==> config.mk <==
export PLATFORM = sky130hd
export DESIGN_NAME = cpu_run_ctrl
export DESIGN_NICKNAME = d
export VERILOG_FILES = /design/src/rtl/cpu_ctrl_pkg.sv /design/src/rtl/cpu_cycle_counter.sv /design/src/rtl/cpu_run_ctrl.sv
export SDC_FILE = /design/constraint.sdc
export NUM_CORES = 1
export LEC_CHECK = 0
export CAP_MARGIN = 5
export CELL_PAD_IN_SITES_DETAIL_PLACEMENT = 0
export CELL_PAD_IN_SITES_GLOBAL_PLACEMENT = 1
export CORE_UTILIZATION = 28
export DETAILED_ROUTE_END_ITERATION = 8
export PLACE_DENSITY = 0.82
export SETUP_SLACK_MARGIN = 0.02
export SYNTH_ARGS = -nofsm -noshare
export SYNTH_HDL_FRONTEND = slang
export SYNTH_HIERARCHICAL = 1
export SYNTH_SLANG_ARGS = --single-unit
==> constraint.sdc <==
create_clock -name clk_i -period 2.8 [get_ports clk_i]
set_clock_uncertainty 0.1 [all_clocks]
set_input_delay 0.84 -clock clk_i [delete_from_list [all_inputs] [get_ports clk_i]]
set_output_delay 0.84 -clock clk_i [all_outputs]
set_load 0.02 [all_outputs]
==> src/rtl/cpu_ctrl_pkg.sv <==
// Shared definitions for the CPU run/step/halt sequencer:
// state encoding, state width and the default halt instruction word.
package cpu_ctrl_pkg;

  localparam int CTRL_STATE_W = 2;
  localparam logic [31:0] HALT_INSTR_DEF = 32'hFFFF_FFFF;

  typedef enum logic [CTRL_STATE_W-1:0] {
    ST_IDLE  = 2'b00,
    ST_RUN   = 2'b01,
    ST_PAUSE = 2'b10,
    ST_HALT  = 2'b11
  } ctrl_state_e;

endpackage

==> src/rtl/cpu_cycle_counter.sv <==
// Enabled-cycle counter with clear and saturation. Also provides a registered
// flag that is high while the count sits one below the watchdog limit.
module cpu_cycle_counter #(
  parameter int CNT_W      = 16,
  parameter int MAX_CYCLES = 200
) (
  input  logic             clk_i,
  input  logic             rst_i,
  input  logic             clr_i,
  input  logic             inc_i,
  output logic [CNT_W-1:0] cnt_o,
  output logic             tc_o
);

  localparam logic [CNT_W-1:0] CNT_SAT = '1;
  localparam logic [CNT_W-1:0] TC_VAL  = CNT_W'(MAX_CYCLES - 1);
  localparam bit               WD_EN   = (MAX_CYCLES != 0);

  logic [CNT_W-1:0] r_cnt;
  logic             r_tc;
  logic [CNT_W-1:0] w_cnt_nx;

  always_comb begin
    w_cnt_nx = r_cnt;
    if (clr_i)
      w_cnt_nx = '0;
    else if (inc_i && (r_cnt != CNT_SAT))
      w_cnt_nx = r_cnt + CNT_W'(1);
  end

  // Compare the next value so the flag lines up with the count it describes.
  always_ff @(posedge clk_i or posedge rst_i) begin
    if (rst_i) begin
      r_cnt <= '0;
      r_tc  <= 1'b0;
    end else begin
      r_cnt <= w_cnt_nx;
      r_tc  <= WD_EN && (w_cnt_nx == TC_VAL);
    end
  end

  assign cnt_o = r_cnt;
  assign tc_o  = r_tc;

endmodule

==> src/rtl/cpu_run_ctrl.sv <==
// Run/step/halt sequencer for Simple_Single_CPU: holds the CPU in reset until
// started, gates execution per cycle, stops on the halt word or the watchdog.
//
// state    | meaning
// ST_IDLE  | CPU held in reset, counters and snapshots cleared
// ST_RUN   | executing one instruction per cycle
// ST_PAUSE | frozen; a step request executes exactly one instruction
// ST_HALT  | program ended (halt word or watchdog), snapshot held
module cpu_run_ctrl
  import cpu_ctrl_pkg::*;
#(
  parameter logic [31:0] HALT_INSTR = HALT_INSTR_DEF,
  parameter int          MAX_CYCLES = 200,
  parameter int          CNT_W      = 16
) (
  input  logic                    clk_i,
  input  logic                    rst_i,
  input  logic                    start_i,
  input  logic                    stop_i,
  input  logic                    step_i,
  input  logic [31:0]             instr_i,
  input  logic [31:0]             pc_i,
  output logic                    cpu_rst_o,
  output logic                    cpu_en_o,
  output logic [CTRL_STATE_W-1:0] state_o,
  output logic                    halted_o,
  output logic                    timeout_o,
  output logic                    done_o,
  output logic [31:0]             halt_pc_o,
  output logic [CNT_W-1:0]        cycle_cnt_o
);

  ctrl_state_e r_state;
  ctrl_state_e w_state_nx;
  logic        r_step_q;
  logic        r_restart_q;
  logic        r_timeout;
  logic        r_done;
  logic [31:0] r_halt_pc;

  logic        w_is_halt;
  logic        w_en;
  logic        w_tc;
  logic        w_step_nx;
  logic        w_restart_nx;
  logic        w_capture;
  logic        w_wd_fire;

  assign w_is_halt = (instr_i == HALT_INSTR);
  // The halt word is never executed, so the PC stays parked on its address.
  assign w_en = ((r_state == ST_RUN) || ((r_state == ST_PAUSE) && r_step_q)) && !w_is_halt;

  cpu_cycle_counter #(
    .CNT_W     (CNT_W),
    .MAX_CYCLES(MAX_CYCLES)
  ) u_cnt (
    .clk_i(clk_i),
    .rst_i(rst_i),
    .clr_i(r_state == ST_IDLE),
    .inc_i(w_en),
    .cnt_o(cycle_cnt_o),
    .tc_o (w_tc)
  );

  always_comb begin
    w_state_nx   = r_state;
    w_step_nx    = 1'b0;
    w_restart_nx = 1'b0;
    w_capture    = 1'b0;
    w_wd_fire    = 1'b0;
    case (r_state)
      ST_IDLE: begin
        if (start_i || r_restart_q) w_state_nx = ST_RUN;
      end
      ST_RUN: begin
        if (w_is_halt) begin
          w_state_nx = ST_HALT;
          w_capture  = 1'b1;
        end else if (w_tc) begin
          w_state_nx = ST_HALT;
          w_capture  = 1'b1;
          w_wd_fire  = 1'b1;
        end else if (stop_i) begin
          w_state_nx = ST_PAUSE;
        end
      end
      ST_PAUSE: begin
        if (r_step_q && w_is_halt) begin
          w_state_nx = ST_HALT;
          w_capture  = 1'b1;
        end else if (r_step_q && w_tc) begin
          w_state_nx = ST_HALT;
          w_capture  = 1'b1;
          w_wd_fire  = 1'b1;
        end else if (start_i) begin
          w_state_nx = ST_RUN;
        end else if (step_i && !r_step_q) begin
          w_step_nx = 1'b1;
        end
      end
      ST_HALT: begin
        if (start_i) begin
          w_state_nx   = ST_IDLE;
          w_restart_nx = 1'b1;
        end
      end
      default: w_state_nx = ST_IDLE;
    endcase
  end

  always_ff @(posedge clk_i or posedge rst_i) begin
    if (rst_i) begin
      r_state     <= ST_IDLE;
      r_step_q    <= 1'b0;
      r_restart_q <= 1'b0;
      r_timeout   <= 1'b0;
      r_done      <= 1'b0;
      r_halt_pc   <= '0;
    end else begin
      r_state     <= w_state_nx;
      r_step_q    <= w_step_nx;
      r_restart_q <= w_restart_nx;
      r_done      <= (w_state_nx == ST_HALT) && (r_state != ST_HALT);
      if (r_state == ST_IDLE) begin
        r_timeout <= 1'b0;
        r_halt_pc <= '0;
      end else begin
        if (w_capture) r_halt_pc <= pc_i;
        if (w_wd_fire) r_timeout <= 1'b1;
      end
    end
  end

  assign cpu_rst_o = (r_state == ST_IDLE);
  assign cpu_en_o  = w_en;
  assign state_o   = r_state;
  assign halted_o  = (r_state == ST_HALT);
  assign timeout_o = r_timeout;
  assign done_o    = r_done;
  assign halt_pc_o = r_halt_pc;

endmodule

# --- Yosys cells after proc, flatten, opt, wreduce, memory -nomap -nowiden ---
# Cells that the tools add are included.
op_classes:
  bitwise_logic: 0
  n_shift: 0
  n_addsub: 1
  n_eq_ne: 8
  order_cmp: 0
  n_reduce_logical: 14
  div: 0
  muxes: 30
  mul: 0
ops:
  columns: ["op", "n"]
  rows:
  - ["$mux 32", 2]
  - ["$eq 32x32->1 const B", 1]
  - ["$mux 16", 2]
  - ["$add 16x1->16 const B", 1]
  - ["$eq 16x8->1 const B", 1]
  - ["$mux 2", 8]
  - ["$ne 16x16->1 const B", 1]
  - ["$mux 1", 15]
  - ["$pmux 2 s4", 1]
  - ["$logic_and 1x1->1", 7]
  - ["$eq 2x2->1 const B", 3]
  - ["$pmux 1 s2", 2]
  - ["$reduce_bool 2->1", 2]
  - ["$eq 2x1->1 const B", 1]
  - ["$logic_not 1->1", 2]
  - ["$logic_not 2->1", 1]
  - ["$logic_or 1x1->1", 2]
  - ["$ne 2x2->1 const B", 1]
totals:
  memories: 0
  elab_cells: 61
  inputBits: 69
  mem_bits_ro: 0
  ramBits: 0
  latchBits: 0
  ff_bits: 55
  output_inout_bits: 55

# --- Depth between registers and ports, before layout ---
# Gate-level depths: netlist of run 1.
logic_depth:
  word_depth: 8
  mapped_depth: 11
  ltp_nobuf: 10

# --- Modules after synthesis ---
# The synthesis of run 1 kept the hierarchy.
by_module_without_submodules:
  columns: ["mod", "area_per_inst_um2", "n_inst", "seq_area_each_um2", "cells_each"]
  rows:
  - ["cpu_run_ctrl", 1845.5, 1, 950.9, 208]
  - ["cpu_cycle_counter", 1041.0, 1, 425.4, 112]

# --- Worst setup path before layout of run 1 ---
# OpenSTA, ideal clock, no wires.
synth_path:
  path_kind: "input to register"
  from: "input instr_i[13]"
  to: "register u_cnt.r_tc, in the netlist u_cnt/tc_o"
  required_ns: 2.604
  cell_stages: 11
  path_slack_ns: -0.823
  t_arrival_ns: 3.428
  setup_ns: 0.096
  path_buffers: 1
  path_cell_list: "nand4_1 -> nor4_4 -> nand3_4 -> a21boi_0 -> clkbuf_2 -> nand3_1 -> or2_2 -> nor2_1 -> nor3_1 -> or4b_1 -> nor4_2"
synth_between:
  elab_chain_len: 7
synth_lines:
  columns: ["element", "line_no", "rtl"]
  rows:
  - ["start: declaration", "cpu_run_ctrl.sv:21", "input logic [31:0] instr_i,"]
  - ["$eq 32x32->1", "cpu_run_ctrl.sv:49", "assign w_is_halt = (instr_i == HALT_INSTR);"]
  - ["$logic_not 1->1", "cpu_run_ctrl.sv:51", "assign w_en = ((r_state == ST_RUN) || ((r_state == ST_PAUSE) && r_step_q)) && !w_is_halt;"]
  - ["$logic_and 1x1->1", "cpu_run_ctrl.sv:51", null]
  - ["via cpu_en_o", "cpu_run_ctrl.sv:24", "output logic cpu_en_o,"]
  - ["$logic_and 1x1->1", "cpu_cycle_counter.sv:27", "else if (inc_i && (r_cnt != CNT_SAT))"]
  - ["$mux 16", "cpu_cycle_counter.sv:27", null]
  - ["$mux 16", "cpu_cycle_counter.sv:25", "if (clr_i)"]
  - ["via u_cnt.w_cnt_nx[3]", "cpu_cycle_counter.sv:21", "logic [CNT_W-1:0] w_cnt_nx;"]
  - ["$eq 16x8->1", "cpu_cycle_counter.sv:38", "r_tc <= WD_EN && (w_cnt_nx == TC_VAL);"]
  - ["end signal: assignment", "cpu_cycle_counter.sv:38", null]
  - ["end: declaration", "cpu_cycle_counter.sv:20", "logic r_tc;"]
# The timed path passes the listed nets, and every way through them passes these cells.
# A chain may end at the register's enable or synchronous reset.

# --- Final worst setup path of run 1 ---
layout_path:
  from: "input instr_i[8]"
  to: "register u_cnt.r_tc, in the netlist u_cnt/tc_o"
layout_between:
  elab_chain_len: 7
layout_lines:
  columns: ["element", "line_no"]
  rows:
  - ["$eq 32x32->1", "cpu_run_ctrl.sv:49"]
  - ["$logic_not 1->1", "cpu_run_ctrl.sv:51"]
  - ["$logic_and 1x1->1", "cpu_run_ctrl.sv:51"]
  - ["$logic_and 1x1->1", "cpu_cycle_counter.sv:27"]
  - ["$mux 16", "cpu_cycle_counter.sv:27"]
  - ["$mux 16", "cpu_cycle_counter.sv:25"]
  - ["$eq 16x8->1", "cpu_cycle_counter.sv:38"]
# Every way passes these cells.

==> flow_metrics.tcl, run 1 <==
set metrics [dict create \
    area.growth.synth_to_final_pct 60.5 \
    cts-root-buf "clkbuf_8" \
    drc 0 \
    fmax_mhz 356 \
    antenna_left 0 \
    maxCapViolations 0 \
    multi_input_area_um2 1500 \
    synth_top_area_share 0.477 \
    required_ns 2.92 \
    die_x_um 104 \
    routabilityCongestion 0.904 \
    dp_hpwl_mm 6.00 \
    cts.clk_slew.worst_paths_ns 0.09 \
    clock_latency_ns 0.30 \
    use_met1 0.208 \
    synthArstFlopShare 1.00 \
    yosys_register_bits 55 \
    regArea_um2 1380 \
    netlist_instances 320 \
    globalRoute.totalOverflow 0 \
    drive_gt1_frac 0.189 \
    grt_use_total 0.158 \
    status "complete, but fails checks" \
    fin_area_um2 4630 \
    antenna_found_initial 0 \
    yosysWarnings 6 \
    finalHoldViolCount 0 \
    period_needed_ns 2.81 \
    finalMaxSlewViolations 0 \
    dieArea_um2 10700 \
    max_slew_margin 0.548 \
    insertedDiodeCount 0 \
    rows 36 \
    r2r_slack_ns 0.21 \
    avgSynthCellArea_um2 9.02 \
    gr-usage-met3 0.0321 \
    path_class "primary input to register" \
    vias 2877 \
    crit_path_start_kind "primary input" \
    cts_htree_levels 2 \
    synthTopCellsByArea "dfrtp_1 48%, nand2_1 9.4%, a21oi_1 6.9%" \
    seq_area_frac_synth 0.477 \
    place_area_um2 4420 \
    finalWorstSetupSlack_ns -0.00892 \
    final_cell_mix "89 x clkdlybuf4s50_1, 72 x nand2_1, 55 x dfrtp_1" \
    io_buffers 123 \
    p_per_area_nw_per_um2 474 \
    drtPass1Iterations 4 \
    grt_first_pass_wirelength_mm 14.1 \
    pin_count 124 \
    worst_pin_slew_ns 0.672 \
    fill_cells 924 \
    synth_enable_flop_cells 0 \
    clock-sinks 55 \
    synth_cell_types 50 \
    cts_buffer_depth 2 \
    crit_family "simple AND/OR/NAND/NOR gates" \
    violations "setup timing" \
    coreArea_um2 9860 \
    yosys.area.top_type "dfrtp_1" \
    final_util 0.470 \
    cts_tree "built" \
    setup_viol 1 \
    viasPerCell 4.77 \
    nets 544 \
    numCtsBuffers 5 \
    endpoint_kind "register" \
    setup_tns_ns -0.00892 \
    p_leak_nw 1.90 \
    path_buf_inv 1 \
    drt_iter0_markers 142 \
    start_util 0.293 \
    hold_path_class "register to register" \
    hold_start "r_step_q" \
    cpPeakStageDelay_ns 0.53 \
    critPathArrivalTime_ns 2.92 \
    synth_area_um2 2890 \
    final_common_cell "clkdlybuf4s50_1" \
    wl_per_cell_um 14.1 \
    period_share 1.00 \
    crit_start "instr_i[8]" \
    slowest_stage "or4b_4" \
    grtUsageMet2 0.264 \
    grt_busiest_layer "met2" \
    wirelength_mm 8.48 \
    crit_fanout 3 \
    hold_buffers 0 \
    rsz0062_at_grt "yes" \
    cp_common_cell "nor4_4" \
    worstPathCellList "clkbuf_2, nand4_2, nor4_4, nand3_4, a21boi_4, and4_4, o211ai_1, xor2_1, o21ai_1, or4b_4, nor4_4" \
    synth_top_flop_cell "dfrtp_1" \
    grt_max_degree 39 \
    grt_pass1_vias 2901 \
    synth_nets 394 \
    dieHeight_um 104 \
    peakVddDrop_mv 0.286 \
    r2r_start "state_o[0]" \
]
registers in the layout, summed over array words and instances, names as in the netlist:
name and cells:
u_cnt/tc_o 1, r_step_q 1, state_o 2, done_o 1, halt_pc_o 32, timeout_o 1
u_cnt/cnt_o 16, r_restart_q 1
stage by stage:
step	hold slack (ns)	setup WS (ns)	total power [mW]	instances
2_1_floorplan	0.319	-0.477	1.34	320
4_1_cts	0.355	-0.0721	2.23	603
6_report	0.356	-0.00892	2.20	603
3_5_place_dp	0.340	-0.818	1.70	586
5_1_grt	0.387	-0.120	2.34	603
3_3_place_gp	0.332	-0.739	1.69	586
path summary, 6_finish.rpt:
| path | to | depth (start not counted) |
|---|---|---|
| worst max-delay path | u_cnt/tc_o | 11 |
| worst min register to register | r_step_q | 1 |
| max in group asynchronous | u_cnt/cnt_o[10] | 2 |
| min in group asynchronous | u_cnt/cnt_o[9] | 2 |
| worst max register to register | u_cnt/tc_o | 11 |
| worst min-delay path | r_step_q | 1 |
area by class of cell:
cell class / instances / share of cell area
well taps: 133 / 0.0359
multi-input cells: 243 / 0.324
repair buffers: 157 / 0.313
clock buffers: 5 / 0.0149
clock inverters: 2 / 0.00810
inverters: 8 / 0.00648
flip-flops and latches: 55 / 0.297
synth_stat cells (3+ instances only):
library cell	n
nand2_1	72
dfrtp_1	55
a21oi_1	40
nor2_1	26
nor3_1	13
nand4_1	11
nand3_1	9
inv_1	8
o21ai_0	8
clkbuf_1	5
ha_1	5
xnor2_1	5
and3_1	4
nand2b_1	4
xor2_1	4
a31oi_1	3
buf_2	3
buf_6	3
nor4_1	3
cells by family (layout without fill, tap and decap cells):
group / count (synthesis) / count (layout) / share of synthesized area
fa+ha+maj: 5 / 5 / 0.0217
xor+xnor: 9 / 9 / 0.0273
buf+inv: 22 / 172 / 0.0386
compound gates: 69 / 69 / 0.152
mux: 1 / 1 / 0.00347
simple gates: 159 / 159 / 0.280
flops: 55 / 55 / 0.477
report_power, final:
part | internal [mW] | total [mW] | switching [mW]
Sequential | 0.823 | 0.855 | 0.0326
Clock | 0.262 | 0.512 | 0.250
Combinational | 0.357 | 0.830 | 0.473
Total | 1.44 | 2.20 | 0.755
metal layers:
metal	routed length (um)	share of wire
met2	3960	0.47
met3	454	0.054
met5	0	0
met1	3940	0.47
met4	121	0.014
what timing repair did:
| action | 4_1_cts | 5_1_grt |
|---|---|---|
| resized for setup | 78 | 20 |
| setup buffers | 12 | 1 |
| setup endpoints to repair | 8 | 5 |
| pin swaps | 24 | 15 |
| hold endpoints to repair | 0 | 0 |
Note: power is estimated with default switching activity, not from simulation.
==> run 2: changes to the inputs <==
--- a/config.mk
+++ b/config.mk
@@ -10,6 +10,7 @@
 export CELL_PAD_IN_SITES_GLOBAL_PLACEMENT = 1
 export CORE_UTILIZATION = 28
 export DETAILED_ROUTE_END_ITERATION = 8
+export GPL_TIMING_DRIVEN = 1
 export PLACE_DENSITY = 0.82
 export SETUP_SLACK_MARGIN = 0.02
 export SYNTH_ARGS = -nofsm -noshare
==> results of run 2 <==
Final layout, timing and power as in run 1 (identical DEF).
